==> config.mk <==
export PLATFORM = sky130hd
export DESIGN_NAME = tetris_move_fsm
export DESIGN_NICKNAME = d
export VERILOG_FILES = /design/src/rtl/tetris_pkg.sv /design/src/rtl/tetris_gravity_timer.sv /design/src/rtl/tetris_move_fsm.sv
export SDC_FILE = /design/constraint.sdc
export NUM_CORES = 1
export LEC_CHECK = 0
export ABC_CLOCK_PERIOD_IN_PS = 2100
export BUFFER_PORTS_ARGS = -buffer_cell sky130_fd_sc_hd__buf_4
export CAP_MARGIN = 0
export CORE_MARGIN = 4
export CORE_UTILIZATION = 54
export CTS_CLUSTER_DIAMETER = 60
export CTS_CLUSTER_SIZE = 8
export DETAILED_ROUTE_END_ITERATION = 12
export GPL_ROUTABILITY_DRIVEN = 0
export PLACE_DENSITY = 0.89
export SLEW_MARGIN = 15
export SYNTH_ARGS = -nofsm -noshare
export SYNTH_HDL_FRONTEND = slang
export SYNTH_HIERARCHICAL = 1
export SYNTH_SLANG_ARGS = --single-unit
==> constraint.sdc <==
create_clock -name clock -period 2.1 [get_ports clock]
set_input_delay 0.105 -clock clock [delete_from_list [all_inputs] [get_ports clock]]
set_output_delay 0.105 -clock clock [all_outputs]
set_load 0.02 [all_outputs]
==> src/rtl/tetris_pkg.sv <==
// tetris_pkg: shared types and constants for the Tetris piece-movement logic.
//   state_t  : movement FSM states
//   KEY_*    : PS/2 set-2 make codes for the game controls
//   PS2_*    : PS/2 prefix bytes (break 8'hF0, extended 8'hE0)
//   rot_t    : 2-bit piece rotation, wraps 3 -> 0
package tetris_pkg;

  typedef enum logic [2:0] {
    ST_IDLE   = 3'd0,
    ST_CHECK  = 3'd1,
    ST_COMMIT = 3'd2,
    ST_LOCK   = 3'd3,
    ST_PAUSE  = 3'd4
  } state_t;

  localparam logic [7:0] KEY_LEFT  = 8'h1C;
  localparam logic [7:0] KEY_RIGHT = 8'h2B;
  localparam logic [7:0] KEY_DOWN  = 8'h23;
  localparam logic [7:0] KEY_ROT   = 8'h3C;
  localparam logic [7:0] KEY_PAUSE = 8'h1B;
  localparam logic [7:0] PS2_BREAK = 8'hF0;
  localparam logic [7:0] PS2_EXT   = 8'hE0;

  typedef logic [1:0] rot_t;

endpackage

==> src/rtl/tetris_gravity_timer.sv <==
// tetris_gravity_timer: free-running drop timer for automatic piece descent.
// Counts 0..GRAVITY_TICKS-1 while enable is high and holds its value while
// enable is low. tick is high for the one cycle in which the count wraps.
// Ports:
//   clock  : system clock
//   reset  : synchronous, active-high reset (count returns to 0)
//   enable : count advances only while high
//   tick   : one-cycle strobe on wrap
module tetris_gravity_timer #(
  parameter int GRAVITY_TICKS = 50_000_000
) (
  input  logic clock,
  input  logic reset,
  input  logic enable,
  output logic tick
);

  localparam int CW = (GRAVITY_TICKS > 1) ? $clog2(GRAVITY_TICKS) : 1;
  localparam logic [CW-1:0] LAST = CW'(GRAVITY_TICKS - 1);

  logic [CW-1:0] count;

  always_ff @(posedge clock) begin
    if (reset) begin
      count <= '0;
    end else if (enable) begin
      count <= (count == LAST) ? '0 : count + CW'(1);
    end
  end

  assign tick = enable && (count == LAST);

endmodule

==> src/rtl/tetris_move_fsm.sv <==
// tetris_move_fsm: piece-movement controller.
// Turns PS/2 make codes (and, with TETRIS_GRAVITY_EN defined, a periodic
// gravity tick) into candidate moves, asks the collision checker for approval,
// then commits the move or locks the piece and respawns it.
// Optional feature macro: TETRIS_GRAVITY_EN (automatic drop every
// GRAVITY_TICKS cycles; without it pieces descend only on the down key).
// Ports:
//   clock, reset         : system clock, synchronous active-high reset
//   key_valid, key_code  : one-cycle strobe with a PS/2 set-2 byte
//   check_req            : candidate valid, held until check_ack
//   cand_x/cand_y/cand_rot : candidate position, stable while check_req
//   check_ack, check_ok  : checker response; check_ok sampled only with ack
//   xpos/ypos/rot        : committed piece position
//   lock_pulse           : one cycle, piece locked at xpos/ypos/rot
//   paused               : game paused
//   busy                 : not idle; move keys are dropped
//   state_dbg            : current FSM state (debug visibility)
// Handshake: check_req rises with a candidate and stays high with cand_*
// unchanged until the first cycle check_ack is sampled high; check_ack
// seen while check_req is low has no effect.
module tetris_move_fsm
  import tetris_pkg::*;
#(
  parameter int COLS          = 10,
  parameter int ROWS          = 20,
  parameter int SPAWN_X       = 4,
  parameter int GRAVITY_TICKS = 50_000_000,
  parameter int XW            = $clog2(COLS),
  parameter int YW            = $clog2(ROWS)
) (
  input  logic          clock,
  input  logic          reset,
  input  logic          key_valid,
  input  logic [7:0]    key_code,
  output logic          check_req,
  output logic [XW-1:0] cand_x,
  output logic [YW-1:0] cand_y,
  output logic [1:0]    cand_rot,
  input  logic          check_ack,
  input  logic          check_ok,
  output logic [XW-1:0] xpos,
  output logic [YW-1:0] ypos,
  output logic [1:0]    rot,
  output logic          lock_pulse,
  output logic          paused,
  output logic          busy,
  output logic [2:0]    state_dbg
);

  localparam logic [XW-1:0] X_MAX   = XW'(COLS - 1);
  localparam logic [YW-1:0] Y_MAX   = YW'(ROWS - 1);
  localparam logic [XW-1:0] X_SPAWN = XW'(SPAWN_X);

  state_t        state, state_n;
  logic [XW-1:0] xpos_n, cand_x_n;
  logic [YW-1:0] ypos_n, cand_y_n;
  rot_t          rot_n, cand_rot_n;
  logic          cand_down, cand_down_n;
  logic          break_flag, break_n;
  logic          grav_pending, pend_n;
  logic          grav_tick;
  logic          byte_ok;
  logic          want_down;

`ifdef TETRIS_GRAVITY_EN
  logic grav_enable;
  assign grav_enable = (state != ST_PAUSE);

  tetris_gravity_timer #(
    .GRAVITY_TICKS(GRAVITY_TICKS)
  ) u_gravity (
    .clock  (clock),
    .reset  (reset),
    .enable (grav_enable),
    .tick   (grav_tick)
  );
`else
  logic gravity_cfg_unused;
  assign grav_tick          = 1'b0;
  assign gravity_cfg_unused = (GRAVITY_TICKS == 0);
`endif

  always_ff @(posedge clock) begin
    if (reset) begin
      state        <= ST_IDLE;
      xpos         <= X_SPAWN;
      ypos         <= '0;
      rot          <= '0;
      cand_x       <= '0;
      cand_y       <= '0;
      cand_rot     <= '0;
      cand_down    <= 1'b0;
      break_flag   <= 1'b0;
      grav_pending <= 1'b0;
    end else begin
      state        <= state_n;
      xpos         <= xpos_n;
      ypos         <= ypos_n;
      rot          <= rot_n;
      cand_x       <= cand_x_n;
      cand_y       <= cand_y_n;
      cand_rot     <= cand_rot_n;
      cand_down    <= cand_down_n;
      break_flag   <= break_n;
      grav_pending <= pend_n;
    end
  end

  always_comb begin
    state_n     = state;
    xpos_n      = xpos;
    ypos_n      = ypos;
    rot_n       = rot;
    cand_x_n    = cand_x;
    cand_y_n    = cand_y;
    cand_rot_n  = cand_rot;
    cand_down_n = cand_down;
    break_n     = break_flag;
    pend_n      = grav_pending;
    byte_ok     = 1'b0;
    want_down   = 1'b0;

    // Prefix filtering runs in every state so a break code that arrives
    // while busy still swallows the following byte.
    if (key_valid) begin
      if (break_flag) begin
        break_n = 1'b0;
      end else if (key_code == PS2_BREAK) begin
        break_n = 1'b1;
      end else if (key_code != PS2_EXT) begin
        byte_ok = 1'b1;
      end
    end

    case (state)
      ST_IDLE: begin
        if (byte_ok) begin
          case (key_code)
            KEY_LEFT: begin
              if (xpos != '0) begin
                cand_x_n    = xpos - XW'(1);
                cand_y_n    = ypos;
                cand_rot_n  = rot;
                cand_down_n = 1'b0;
                state_n     = ST_CHECK;
              end
            end
            KEY_RIGHT: begin
              if (xpos < X_MAX) begin
                cand_x_n    = xpos + XW'(1);
                cand_y_n    = ypos;
                cand_rot_n  = rot;
                cand_down_n = 1'b0;
                state_n     = ST_CHECK;
              end
            end
            KEY_DOWN:  want_down = 1'b1;
            KEY_ROT: begin
              cand_x_n    = xpos;
              cand_y_n    = ypos;
              cand_rot_n  = rot + 2'd1;
              cand_down_n = 1'b0;
              state_n     = ST_CHECK;
            end
            KEY_PAUSE: state_n = ST_PAUSE;
            default:   ;
          endcase
        end else if (!key_valid && grav_pending) begin
          // Any key strobe this cycle takes priority; the drop waits.
          want_down = 1'b1;
          pend_n    = 1'b0;
        end

        if (want_down) begin
          if (ypos >= Y_MAX) begin
            state_n = ST_LOCK;
          end else begin
            cand_x_n    = xpos;
            cand_y_n    = ypos + YW'(1);
            cand_rot_n  = rot;
            cand_down_n = 1'b1;
            state_n     = ST_CHECK;
          end
        end
      end

      ST_CHECK: begin
        if (check_ack) begin
          if (check_ok)       state_n = ST_COMMIT;
          else if (cand_down) state_n = ST_LOCK;
          else                state_n = ST_IDLE;
        end
      end

      ST_COMMIT: begin
        xpos_n  = cand_x;
        ypos_n  = cand_y;
        rot_n   = cand_rot;
        state_n = ST_IDLE;
      end

      ST_LOCK: begin
        xpos_n  = X_SPAWN;
        ypos_n  = '0;
        rot_n   = '0;
        state_n = ST_IDLE;
      end

      ST_PAUSE: begin
        if (byte_ok && (key_code == KEY_PAUSE)) state_n = ST_IDLE;
      end

      default: state_n = ST_IDLE;
    endcase

    // A wrap landing while an earlier tick is still pending merges into it.
    if (grav_tick) pend_n = 1'b1;
  end

  assign check_req  = (state == ST_CHECK);
  assign lock_pulse = (state == ST_LOCK);
  assign paused     = (state == ST_PAUSE);
  assign busy       = (state != ST_IDLE);
  assign state_dbg  = state;

endmodule
==> results_dict.tcl <==
set metrics [dict create \
    status "completed" \
    synth_cells 238 \
    ys_async_sr_fraction 0 \
    avgSynthCellArea_um2 7.67 \
    path_clk_slew_ns 0.17 \
    slew-limit-headroom 0.689 \
    area_growth_pct 23.2 \
    multi_input_area_mm2 0.00120 \
    ys_seq_elements 27 \
    crit_arrival_ns 2.23 \
    powerDensity_mw_per_mm2 417 \
    htree_levels 1 \
    drive_above_1_share 0.250 \
    crit_required_ns 2.34 \
    slowest_stage "dfxtp_1" \
    crit_chain "ha_1 -> o21ai_2 -> nand4_1 -> nand2_1 -> o22ai_1 -> a221o_1" \
    io_pins 42 \
    routed_wl_um 5250 \
    hold_viol_final 0 \
    ys.flop_type "dfxtp_1" \
    syn_area_mm2 0.00183 \
    critPathMaxFanout 7 \
    pre_cts_ws_ns 0.0976 \
    die_y_um 66.1 \
    worstHoldPathType "in -> reg" \
    cts_buffers 3 \
    fp-row-count 20 \
    instances_no_fill 324 \
    vias_per_cell 6.38 \
    max_freq_mhz 503 \
    tightestPinTransition_ns 0.465 \
    clk_latency_ns 0.34 \
    setup-violations-final 0 \
    start_kind "flip-flop" \
    period_minus_slack_ns 1.99 \
    tns_ns 0 \
    dr.pass1.iters 4 \
    diodes 0 \
    vias 2066 \
    placed_area_mm2 0.00219 \
    die_w_um 66.1 \
    drc 0 \
    antenna_left 0 \
    final_common_cell "buf_4" \
    gr-total-overflow 0 \
    clk_path_buf_depth 2 \
    cp-endpoint "cand_x[0]$_SDFFE_PP0P_" \
    reg2reg_depth 6 \
    startpoint "ypos[0]$_SDFFE_PP0P_" \
    whs_ns 0.00606 \
    grt.total_usage 0.239 \
    p_leak_nw 0.852 \
    fill_cells 285 \
    io_buffers 41 \
    ir_drop_mv 0.254 \
    post-place-cells 318 \
    finalClockSkew_ns 0.0105 \
    final_nets 297 \
    mostFrequentLayoutCells "buf_4 (51), dfxtp_1 (27), a21oi_1 (25), nand2_1 (18), o21ai_0 (16)" \
    cts_sinks 27 \
    reg2reg_to "cand_x[0]$_SDFFE_PP0P_" \
    initial_core_util 0.579 \
    final_util 0.713 \
    grt_max_degree 24 \
    die_area_mm2 0.00437 \
    avgRoutedWirePerCell_um 16.2 \
    syn_nets 254 \
    drv_slew 0 \
    max_stage_delay_ns 0.42 \
    drt-initial-drc-count 153 \
    root_buffer "clkbuf_4" \
    fin_area_mm2 0.00225 \
    grt_pass1_vias 1854 \
    antenna_found_initial 0 \
    cts_tree "built" \
    ff2ff_setup_slack_ns 0.11 \
    period_share 0.947 \
    seq_area_um2 541 \
    dp.final_hpwl_um 3880 \
    synth_edf_count 0 \
    yosysWarningCount 6 \
    grt_pass1_wl_um 8400 \
    synth_cell_types 60 \
    r2r-start "ypos[0]$_SDFFE_PP0P_" \
    crit_type "reg -> reg" \
    fin_ws_ns 0.112 \
    core_mm2 0.00315 \
    critPathCaptureType "flip-flop" \
    drv_cap 0 \
    power_uw 938 \
    yosysSeqAreaShare 0.296 \
]
## how the worst min path moves through the flow
stage,depth (start not counted),startpoint,to,slack (ns)
4_1_cts,3,key_valid,break_flag$_SDFFE_PP0P_,0.01
3_5_place_dp,3,key_valid,break_flag$_SDFFE_PP0P_,0.39
6_report,3,key_valid,break_flag$_SDFFE_PP0P_,0.006
2_1_floorplan,2,reset,xpos[2]$_SDFFE_PP1P_,0.24
3_3_place_gp,3,key_valid,break_flag$_SDFFE_PP0P_,0.38
5_1_grt,3,key_valid,break_flag$_SDFFE_PP0P_,0.03
## worst max-delay path: cells and delay by family, from the launching register on
kind	cells	cell delay, ns
AOI/OAI and AO/OA	3	0.71
and+or+nand+nor	2	0.48
DFF	1	0.42
adders and majority gates	1	0.28
## power by group
| group | leakage, nW | internal (mW) | switching [mW] |
|---|---|---|---|
| clock | 0.0139 | 0.0730 | 0.173 |
| sequential | 0.218 | 0.519 | 0.00724 |
| combinational | 0.621 | 0.0630 | 0.102 |
| total | 0.852 | 0.655 | 0.283 |
## sequential cells by signal, indices dropped and copies added, names as in the netlist
| signal | cells |
|---|---|
| ypos | 5 |
| break_flag | 1 |
| cand_x | 4 |
| xpos | 4 |
| cand_rot | 2 |
| rot | 2 |
| cand_down | 1 |
| cand_y | 5 |
| state_dbg | 3 |
## kinds of logic after synthesis
logic type | after synthesis | synth area share
xor+xnor | 4 | 0.0192
mux | 2 | 0.0110
simple gates | 98 | 0.302
fa+ha+maj | 3 | 0.0206
flops | 27 | 0.296
buf+inv | 23 | 0.0521
compound gates | 81 | 0.299
## synthesized netlist by cell type, drive strengths merged, types with 3 or more instances
cell type / count / area [um2]
nor3: 11 / 60.1
buf: 5 / 26.3
o22ai: 3 / 18.8
and3: 3 / 18.8
nor2: 18 / 80.1
nand4: 4 / 25.0
clkbuf: 8 / 31.3
nand3: 8 / 40.0
inv: 10 / 37.5
a21oi: 25 / 125
dfxtp: 27 / 541
o21ai: 19 / 106
nand2b: 7 / 43.8
nand3b: 9 / 67.6
a31oi: 6 / 37.5
nor2b: 4 / 25.0
and2: 3 / 18.8
ha: 3 / 37.5
or3: 3 / 18.8
nand2: 18 / 67.6
xnor2: 3 / 26.3
a32oi: 4 / 35.0
## final cells by class
type	count	share of cell area
multi-input combinational	188	0.535
inverter	10	0.0167
timing repair buffer	51	0.170
sequential	27	0.240
clock buffer	3	0.0100
clock inverter	1	0.00334
tap	44	0.0245
## what timing repair did
action / in CTS / in global routing
setup endpoints to repair: 0 / 3
resized for setup: 0 / 3
buffers inserted: 0 / 2
hold buffers: 0 / 0
## layer usage
metal	GRT usage	vias to the layer above	part of all wire
met5	0	-	0
met4	0.0609	0	0.015
met3	0.0323	14	0.082
met2	0.418	99	0.49
met1	0.307	983	0.42
li1	-	970	-
Note: power is estimated with default switching activity, not from simulation.
